<file path="config.mk">
export PLATFORM = sky130hd
export DESIGN_NAME = mem_arbiter
export DESIGN_NICKNAME = d
export VERILOG_FILES = /design/src/rtl/mem_arbiter.sv
export SDC_FILE = /design/constraint.sdc
export NUM_CORES = 1
export LEC_CHECK = 0
export ABC_AREA = 1
export BUFFER_PORTS_ARGS = -buffer_cell sky130_fd_sc_hd__buf_2
export CORE_MARGIN = 1
export CORE_UTILIZATION = 55
export DETAILED_ROUTE_END_ITERATION = 10
export PLACE_DENSITY = 0.86
export SLEW_MARGIN = 5
export SYNTH_ARGS = -nofsm -noshare
export SYNTH_HDL_FRONTEND = slang
export SYNTH_SLANG_ARGS = --single-unit
export TNS_END_PERCENT = 100
</file>
<file path="constraint.sdc">
create_clock -name clk -period 5.7 [get_ports clk]
set_input_delay 1.425 -clock clk [delete_from_list [all_inputs] [get_ports clk]]
set_output_delay 1.425 -clock clk [all_outputs]
set_load 0.02 [all_outputs]
</file>
<file path="src/rtl/mem_arbiter.sv">
// mem_arbiter: shares one byte-wide RAM/UART port between the instruction
// fetch unit (IF, always 32-bit reads) and the load/store buffer (LSB,
// byte/half/word loads and stores). Multi-byte accesses are serialised one
// byte per cycle, little-endian, starting at the latched base address.
//
// Ports:
//   clk, rst (async, active-low), rdy (0 = freeze), rob_clear (flush)
//   mem_din / mem_dout / mem_a / mem_wr : byte RAM port (read data one cycle late)
//   io_buffer_full                      : UART back-pressure for writes >= IO_BASE
//   if_req / if_addr / if_done / if_data
//   lsb_req / lsb_we / lsb_size / lsb_unsigned / lsb_addr / lsb_wdata
//   lsb_done / lsb_rdata
//   busy                                : controller not idle
module mem_arbiter #(
  parameter logic [31:0] IO_BASE   = 32'h0003_0000,
  parameter bit          LSB_FIRST = 1'b1
) (
  input  logic        clk,
  input  logic        rst,
  input  logic        rdy,
  input  logic        rob_clear,
  input  logic [7:0]  mem_din,
  output logic [7:0]  mem_dout,
  output logic [31:0] mem_a,
  output logic        mem_wr,
  input  logic        io_buffer_full,
  input  logic        if_req,
  input  logic [31:0] if_addr,
  output logic        if_done,
  output logic [31:0] if_data,
  input  logic        lsb_req,
  input  logic        lsb_we,
  input  logic [1:0]  lsb_size,
  input  logic        lsb_unsigned,
  input  logic [31:0] lsb_addr,
  input  logic [31:0] lsb_wdata,
  output logic        lsb_done,
  output logic [31:0] lsb_rdata,
  output logic        busy
);

  typedef enum logic [1:0] {IDLE, READ, WRITE, DONE} state_t;

  state_t      state_q, state_d;
  logic        lsb_q, lsb_d;            // current owner is the LSB
  logic        we_q, we_d;
  logic [1:0]  size_q, size_d;
  logic        uns_q, uns_d;
  logic [31:0] base_q, base_d;
  logic [31:0] data_q, data_d;          // store data, or bytes captured so far
  logic [2:0]  cnt_q, cnt_d;            // next byte to issue / write
  logic        cap_q, cap_d;            // a read byte is due on mem_din this cycle
  logic        last_lsb_q, last_lsb_d;  // LSB won the last completed grant

  logic [2:0]  n_bytes;
  logic [31:0] cur_addr;
  logic [7:0]  wr_byte;
  logic [1:0]  cap_off;
  logic [31:0] load_ext;
  logic        grant_lsb;

  assign n_bytes   = (size_q == 2'd0) ? 3'd1 : (size_q == 2'd1) ? 3'd2 : 3'd4;
  assign cur_addr  = base_q + {29'd0, cnt_q};
  assign wr_byte   = data_q[{cnt_q[1:0], 3'b000} +: 8];
  // Byte being captured was issued one step earlier; wraps 4 -> 3 correctly.
  assign cap_off   = cnt_q[1:0] - 2'd1;
  assign grant_lsb = lsb_req && (!if_req || !last_lsb_q);
  assign busy      = (state_q != IDLE);

  always_comb begin
    load_ext = data_q;
    case (size_q)
      2'd0: load_ext = uns_q ? {24'd0, data_q[7:0]} : {{24{data_q[7]}}, data_q[7:0]};
      2'd1: load_ext = uns_q ? {16'd0, data_q[15:0]} : {{16{data_q[15]}}, data_q[15:0]};
      default: load_ext = data_q;
    endcase
  end

  always_ff @(posedge clk or negedge rst) begin
    if (!rst) begin
      state_q    <= IDLE;
      lsb_q      <= 1'b0;
      we_q       <= 1'b0;
      size_q     <= 2'd0;
      uns_q      <= 1'b0;
      base_q     <= 32'd0;
      data_q     <= 32'd0;
      cnt_q      <= 3'd0;
      cap_q      <= 1'b0;
      last_lsb_q <= !LSB_FIRST;
    end else begin
      state_q    <= state_d;
      lsb_q      <= lsb_d;
      we_q       <= we_d;
      size_q     <= size_d;
      uns_q      <= uns_d;
      base_q     <= base_d;
      data_q     <= data_d;
      cnt_q      <= cnt_d;
      cap_q      <= cap_d;
      last_lsb_q <= last_lsb_d;
    end
  end

  always_comb begin
    state_d    = state_q;
    lsb_d      = lsb_q;
    we_d       = we_q;
    size_d     = size_q;
    uns_d      = uns_q;
    base_d     = base_q;
    data_d     = data_q;
    cnt_d      = cnt_q;
    cap_d      = cap_q;
    last_lsb_d = last_lsb_q;
    mem_a      = 32'd0;
    mem_dout   = 8'd0;
    mem_wr     = 1'b0;
    if_done    = 1'b0;
    if_data    = 32'd0;
    lsb_done   = 1'b0;
    lsb_rdata  = 32'd0;

    case (state_q)
      IDLE: begin
        if (rdy && !rob_clear && (if_req || lsb_req)) begin
          lsb_d   = grant_lsb;
          we_d    = grant_lsb & lsb_we;
          size_d  = grant_lsb ? lsb_size : 2'd2;   // fetch is always a word
          uns_d   = grant_lsb & lsb_unsigned;
          base_d  = grant_lsb ? lsb_addr : if_addr;
          data_d  = (grant_lsb & lsb_we) ? lsb_wdata : 32'd0;
          cnt_d   = 3'd0;
          cap_d   = 1'b0;
          state_d = (grant_lsb & lsb_we) ? WRITE : READ;
        end
      end

      READ: begin
        if (!rdy) begin
          // The byte arriving now is dropped; step back so it is reissued.
          if (cap_q) begin
            cnt_d = cnt_q - 3'd1;
            cap_d = 1'b0;
          end
        end else if (rob_clear) begin
          state_d = IDLE;
          cnt_d   = 3'd0;
          cap_d   = 1'b0;
        end else begin
          if (cap_q) data_d[{cap_off, 3'b000} +: 8] = mem_din;
          if (cnt_q < n_bytes) begin
            mem_a = cur_addr;
            cnt_d = cnt_q + 3'd1;
            cap_d = 1'b1;
          end else begin
            cnt_d   = 3'd0;
            cap_d   = 1'b0;
            state_d = DONE;
          end
        end
      end

      WRITE: begin
        // Stores are already committed, so rob_clear has no effect here.
        if (rdy) begin
          mem_a    = cur_addr;
          mem_dout = wr_byte;
          if (!(cur_addr >= IO_BASE && io_buffer_full)) begin
            mem_wr = 1'b1;
            if (cnt_q == n_bytes - 3'd1) begin
              cnt_d   = 3'd0;
              state_d = DONE;
            end else begin
              cnt_d = cnt_q + 3'd1;
            end
          end
        end
      end

      DONE: begin
        if (rdy) begin
          state_d = IDLE;
          if (!(rob_clear && !we_q)) begin
            last_lsb_d = lsb_q;
            if (lsb_q) begin
              lsb_done  = 1'b1;
              lsb_rdata = load_ext;
            end else begin
              if_done = 1'b1;
              if_data = data_q;
            end
          end
        end
      end

      default: state_d = IDLE;
    endcase
  end

endmodule

</file>
==> impl_metrics.ini, run 1 <==
[outcome]
status = complete, no violations

[cts]
clockBufferDepth = 2
clk_latency_ns = 0.37
cts_inserted_buffers = 9
cts.sink_count = 76
path_clk_slew_ns = 0.08
htree_levels = 3
cts.repair.resized = 0
cts_hold_buf = 0
cts_setup_buffers = 0
cts-root-buf = clkbuf_8
cts_tree = yes

[power_and_ir_drop]
leakage_nw = 3.870
ir_drop_v = 0.0002925
pwr_density_cell_nw_per_um2 = 447.4

[worst_setup_path]
path_max_fanout = 15
worstPathArrival_ns = 3.87
path_common_cell = nand2_1
end_kind = output pin
required_ns = 4.28
critical-path-max-stage-delay_ns = 0.74
critPathKind = reg2out
reg2reg_from = cnt_q[1]$_DFFE_PN0P_
rr_endpoint = cnt_q[0]$_DFFE_PN0P_
cp-start-kind = flip-flop
crit_path_cell_trace = clkinv_1 > fa_1 > inv_1 > nand2_1 > nand2_1 > nand2_1 > nor2_8 > nand3_1 > nand2_1 > nand2_1 > nor2_1 > nand2_1 > nor2_2 > nand2_2 > a21oi_1 > buf_2
reg2reg_slack_ns = 2.03
cp_slowest_cell = dfrtp_1
r2r_cells = 18

[detailed_routing]
first_pass_iters = 6
via_count = 7183
drc = 0
drt_iter0_drc = 711
antenna_left = 0
via_per_inst = 5.714
detail_route.wl_per_cell_um = 16.02
drt-total-wl_um = 20130

[synth]
syn_inst = 917
yosys.area.top_type = dfrtp_1
synth-seq-cells = 76
synth_edf_count = 0
netlist_area_um2 = 5942
synthArstFlopShare_pct = 100.0
synth.area.top_cells = dfrtp_1 32%, nand2_1 13%, a21oi_1 8.6%
ys_types = 38
syn_avg_cell_area_um2 = 6.480
ys.flop_type = dfrtp_1
synth_top_area_share_pct = 32.01
synthesis.nets = 1047
yosysWarningCount = 0
synth-seq-area-share_pct = 32.01

[global_route]
grtUsageTotal_pct = 35.72
grt_overflow_total = 0
grt_antenna_before_repair = 1
grt_pass1_wl_um = 31590
grt_max_degree = 77
grt_pass1_vias = 6332

[finish]
finish.instance_area_um2 = 7346
layout-drive-gt1-share_pct = 24.91
layout_common_cells = 221 x buf_2, 207 x nand2_1, 124 x nor2_1
layout.nets = 1246
final_common_cell = buf_2
fillCellCount = 975
syn_to_final_growth_pct = 23.63

[placed_design]
post-dp-hpwl_um = 14860
port-buffer-count = 222
placed_area_um2 = 7104
place_congestion = 0.9712

[sta]
hold_viol = 0
max_freq_mhz = 189.0
tightestPinTransition_ns = 1.254
fin_crit_sh_pct = 92.82
rsz0062_at_grt = no
setup_violations = 0
setup_tns_ns = 0
final.min_clock_period_ns = 5.291
max_slew_margin_pct = 16.30
drv_slew = 0
skew_ns = 0.01433

[min_path]
holdPathStages = 2
min-delay-path-class = reg2reg
min_to = we_q$_DFFE_PN0P_
min_from = we_q$_DFFE_PN0P_

[floorplan]
initial_core_util_pct = 57.05
io_pins = 223
design.die.area_um2 = 11220
core.rowCount = 37
dieHeight_um = 105.9
core-area_um2 = 10420
dieWidth_um = 105.9

[flow_run]
cap_violations = 0
per-stage QoR:
stage          hold WS, ns  instances  setup slack, ns  power [mW]  util (%)
2_1_floorplan       0.4537        917            1.424       2.233         -
5_1_grt             0.5391       1257           0.1222       3.523     70.52
3_5_place_dp        0.4842       1241           0.8570       2.715     68.20
6_report            0.5021       1257           0.4091       3.286     70.52
4_1_cts             0.5050       1256           0.4559       3.234     70.50
3_3_place_gp        0.4783       1241           0.8809       2.691     68.20
synth_stat cells, drive strengths merged, types with 2 or more instances:
library cell  count
clkbuf           27
clkinv            2
buf              11
a2bb2oi           4
nor2            142
xor2              8
a22oi            28
o31ai             2
ha               14
nand3            60
a21oi           103
nand2           216
nand4            10
inv             109
o21ai            91
dfrtp            76
nor3              6
how the worst max path moves through the flow:
stage	cells past startpoint	startpoint	end
after global routing	16	cnt_q[1]$_DFFE_PN0P_	mem_wr
after CTS	16	cnt_q[1]$_DFFE_PN0P_	mem_wr
after floorplan	8	rob_clear	lsb_rdata[10]
final	16	cnt_q[1]$_DFFE_PN0P_	mem_wr
after detailed placement	9	rob_clear	mem_a[20]
after global placement	9	rob_clear	mem_a[20]
layer usage:
metal / up-vias / part of all wire [%] / GRT usage, %
met5: - / 0 / 0
met1: 3322 / 43 / 51.18
met4: 0 / 2.5 / 12.40
li1: 3394 / - / -
met3: 47 / 9.7 / 7.051
met2: 420 / 45 / 53.69
power by group:
part           leakage (nW)  internal [mW]  switching [mW]
clock                 0.116          0.301           0.215
combinational          2.81          0.524            1.20
sequential            0.942          0.789           0.257
cells by family (layout without fill, tap and decap cells):
group                      after synthesis  count (layout)  synth area share (%)
DFF                                     76              76                 32.01
buffers and inverters                  149             352                 9.560
xor gates and xnor gates                 8               8                 1.179
adders and majority gates               15              15                 3.285
AOI/OAI and AO/OA                      234             234                 21.88
other                                    0               1                     0
and+or+nand+nor                        435             435                 32.09
state kept, by name (all words and copies together), names as in the netlist:
| signal | count |
|---|---|
| base_q | 32 |
| data_q | 32 |
| cnt_q | 3 |
| size_q | 2 |
| state_q | 2 |
| cap_q | 1 |
| last_lsb_q | 1 |
| lsb_q | 1 |
| uns_q | 1 |
| we_q | 1 |
critical path, delay by kind of cell (launching register included):
kind / cells / cell delay (ns)
buffers and inverters: 3 / 0.84
and+or+nand+nor: 11 / 1.20
adders and majority gates: 1 / 0.57
DFF: 1 / 0.74
AOI/OAI and AO/OA: 1 / 0.14
layout make-up:
type	instances	area, um2	area share [%]
diodes	1	2.502	0.03407
repair buffers	226	1144	15.57
inverters	111	416.7	5.672
flip-flops and latches	76	1902	25.89
clock buffers	11	141.4	1.925
well taps	136	170.2	2.316
clock inverters	4	97.59	1.329
multi-input cells	692	3472	47.27
Power figures use the tool's default switching activity.
==> run 2: changes to the inputs <==
--- a/config.mk
+++ b/config.mk
@@ -5,12 +5,11 @@
 export SDC_FILE = /design/constraint.sdc
 export NUM_CORES = 1
 export LEC_CHECK = 0
-export ABC_AREA = 1
 export BUFFER_PORTS_ARGS = -buffer_cell sky130_fd_sc_hd__buf_2
 export CORE_MARGIN = 1
-export CORE_UTILIZATION = 55
+export CORE_UTILIZATION = 54
 export DETAILED_ROUTE_END_ITERATION = 10
-export PLACE_DENSITY = 0.86
+export PLACE_DENSITY = 0.85
 export SLEW_MARGIN = 5
 export SYNTH_ARGS = -nofsm -noshare
 export SYNTH_HDL_FRONTEND = slang
==> impl_metrics.ini, run 2 <==
[sta]
max_slew_margin_pct = 13.03
fin_crit_sh_pct = 90.52
drv_slew = 0
final.min_clock_period_ns = 5.159
tightestPinTransition_ns = 1.293
hold_viol = 0
skew_ns = 0.009330
max_freq_mhz = 193.8
rsz0062_at_grt = no
setup_tns_ns = 0
setup_violations = 0

[synth]
synth_edf_count = 0
syn_avg_cell_area_um2 = 8.157
netlist_area_um2 = 5857
ys_types = 61
synthArstFlopShare_pct = 100.0
syn_inst = 718
synthesis.nets = 848
yosys.area.top_type = dfrtp_1
synth_commonest_cells = 76 x dfrtp_1, 75 x nor2_1, 67 x nand2_1
synth_top_area_share_pct = 32.47
synth-seq-area-share_pct = 32.47
synth.area.top_cells = dfrtp_1 32%, mux2i_1 6.2%, a21oi_1 5.5%
synth_most_common_cell = dfrtp_1
ys.flop_type = dfrtp_1
yosysWarningCount = 0
synth-seq-cells = 76

[placed_design]
placed_area_um2 = 6994
post-dp-hpwl_um = 13720
place_congestion = 0.9912
port-buffer-count = 222

[worst_setup_path]
r2r_cells = 11
critical-path-max-stage-delay_ns = 0.77
rr_endpoint = cnt_q[2]$_DFFE_PN0P_
cp_slowest_cell = dfrtp_1
cp-start-kind = flip-flop
path_max_fanout = 14
reg2reg_slack_ns = 1.99
required_ns = 4.28
reg2reg_from = cnt_q[0]$_DFFE_PN0P_
crit_path_cell_trace = ha_1 > inv_1 > fa_1 > and2b_1 > o211ai_4 > a2111o_1 > a31oi_1 > o22ai_1 > o31ai_1 > and2_1 > buf_2
critPathKind = reg2out
end_kind = output pin
worstPathArrival_ns = 3.73

[finish]
layout-drive-gt1-share_pct = 29.54
diodes = 0
largest_registers = base_q (32), data_q (32), cnt_q (3)
layout_common_cells = 221 x buf_2, 76 x dfrtp_1, 74 x nor2_1
layout.nets = 1039
syn_to_final_growth_pct = 23.11
finish.instance_area_um2 = 7211
final_common_cell = buf_2

[detailed_routing]
via_per_inst = 5.863
first_pass_iters = 5
detail_route.wl_per_cell_um = 17.17
antenna_left = 0
drt-total-wl_um = 18030
drc = 0
via_count = 6156
drt_iter0_drc = 554

[global_route]
grt_pass1_vias = 5290
grtUsageTotal_pct = 31.49
grt_overflow_total = 0
grt_antenna_before_repair = 0
grt_max_degree = 77
grt_pass1_wl_um = 27810

[cts]
cts_hold_buf = 0
cts_tree = yes
cts.repair.resized = 0
htree_levels = 3
clockBufferDepth = 2
cts_setup_buffers = 0
clk_latency_ns = 0.35
cts-root-buf = clkbuf_8
cts_inserted_buffers = 9
cts.sink_count = 76
path_clk_slew_ns = 0.08

[min_path]
min_from = base_q[2]$_DFFE_PN0P_
holdPathStages = 2
min_to = base_q[2]$_DFFE_PN0P_
min-delay-path-class = reg2reg

[floorplan]
core-area_um2 = 10420
core.rowCount = 37
dieHeight_um = 106.1
io_pins = 223
initial_core_util_pct = 56.23
design.die.area_um2 = 11270
dieWidth_um = 106.1

[outcome]
status = complete, no violations

[flow_run]
cap_violations = 0

[power_and_ir_drop]
leakage_nw = 3.592
ir_drop_v = 0.0002990
pwr_density_cell_nw_per_um2 = 450.4
## run 2: cell count changes after synthesis, moves of 9 or more
| cell | before | now |
|---|---|---|
| nand3_1 | 56 | 17 |
| and3_1 | 0 | 11 |
| mux2i_1 | 0 | 36 |
| nor2_4 | 9 | 0 |
| a21oi_1 | 102 | 64 |
| nand2_1 | 207 | 67 |
| clkbuf_1 | 27 | 36 |
| nor3_1 | 5 | 31 |
| inv_1 | 105 | 43 |
| o21ai_0 | 87 | 61 |
| and2_1 | 1 | 26 |
| xnor2_1 | 0 | 17 |
| nor2_1 | 124 | 75 |
## run 2: worst max-delay path, delay by kind of cell, from the launching register on
family / cells / cell delay [ns]
adders and majority gates: 2 / 0.65
and+or+nand+nor: 2 / 0.54
DFF: 1 / 0.77
AOI/OAI and AO/OA: 5 / 1.19
buffers and inverters: 2 / 0.23
## run 2: routing by layer
metal / GRT usage, % / routed length (um) / up-vias
met5: 0 / 0 / -
met4: 8.234 / 387 / 0
li1: - / - / 2919
met1: 45.15 / 7705 / 2896
met3: 5.763 / 1559 / 41
met2: 48.89 / 8378 / 300
## run 2: metrics by stage
stage	cells	total power [mW]	hold WS, ns	util [%]	setup WS (ns)
4_1_cts	1050	3.222	0.5083	69.23	0.5567
3_5_place_dp	1034	2.759	0.4856	67.15	0.9571
5_1_grt	1050	3.480	0.5334	69.23	0.3304
6_report	1050	3.248	0.5080	69.23	0.5406
2_1_floorplan	718	2.298	0.4420	-	1.131
3_3_place_gp	1034	2.717	0.4819	67.15	1.023
## run 2: area by class of cell
class | instances | area [um2]
Timing Repair Buffer | 229 | 1166
Inverter | 43 | 161.4
Clock inverter | 5 | 85.08
Sequential cell | 76 | 1902
Clock buffer | 11 | 131.4
Fill cell | 877 | 3206
Tap cell | 136 | 170.2
Multi-Input combinational cell | 550 | 3595
## run 2: worst max path at each step
stage | startpoint | endpoint | slack, ns | cells after the start
global route | cnt_q[0]$_DFFE_PN0P_ | mem_wr | 0.33 | 11
floorplan | rob_clear | lsb_rdata[21] | 1.13 | 8
CTS | cnt_q[0]$_DFFE_PN0P_ | mem_wr | 0.56 | 11
global placement | cnt_q[0]$_DFFE_PN0P_ | mem_wr | 1.02 | 11
detailed placement | cnt_q[0]$_DFFE_PN0P_ | mem_wr | 0.96 | 11
finish | cnt_q[0]$_DFFE_PN0P_ | mem_wr | 0.54 | 11
## run 2: kinds of logic (layout without fill, tap and decap cells)
| family | after synthesis | count (layout) | share of synthesized area (%) |
|---|---|---|---|
| xor gates and xnor gates | 32 | 32 | 4.785 |
| muxes | 45 | 45 | 9.421 |
| AOI/OAI and AO/OA | 189 | 189 | 19.91 |
| DFF | 76 | 76 | 32.47 |
| and+or+nand+nor | 269 | 269 | 23.63 |
| buffers and inverters | 92 | 288 | 6.452 |
| adders and majority gates | 15 | 15 | 3.333 |
## run 2: power breakdown
part | internal (mW) | leakage, nW | switching [mW]
Combinational | 0.614 | 2.56 | 0.893
Sequential | 0.817 | 0.929 | 0.464
Clock | 0.249 | 0.104 | 0.210
Total | 1.68 | 3.59 | 1.57
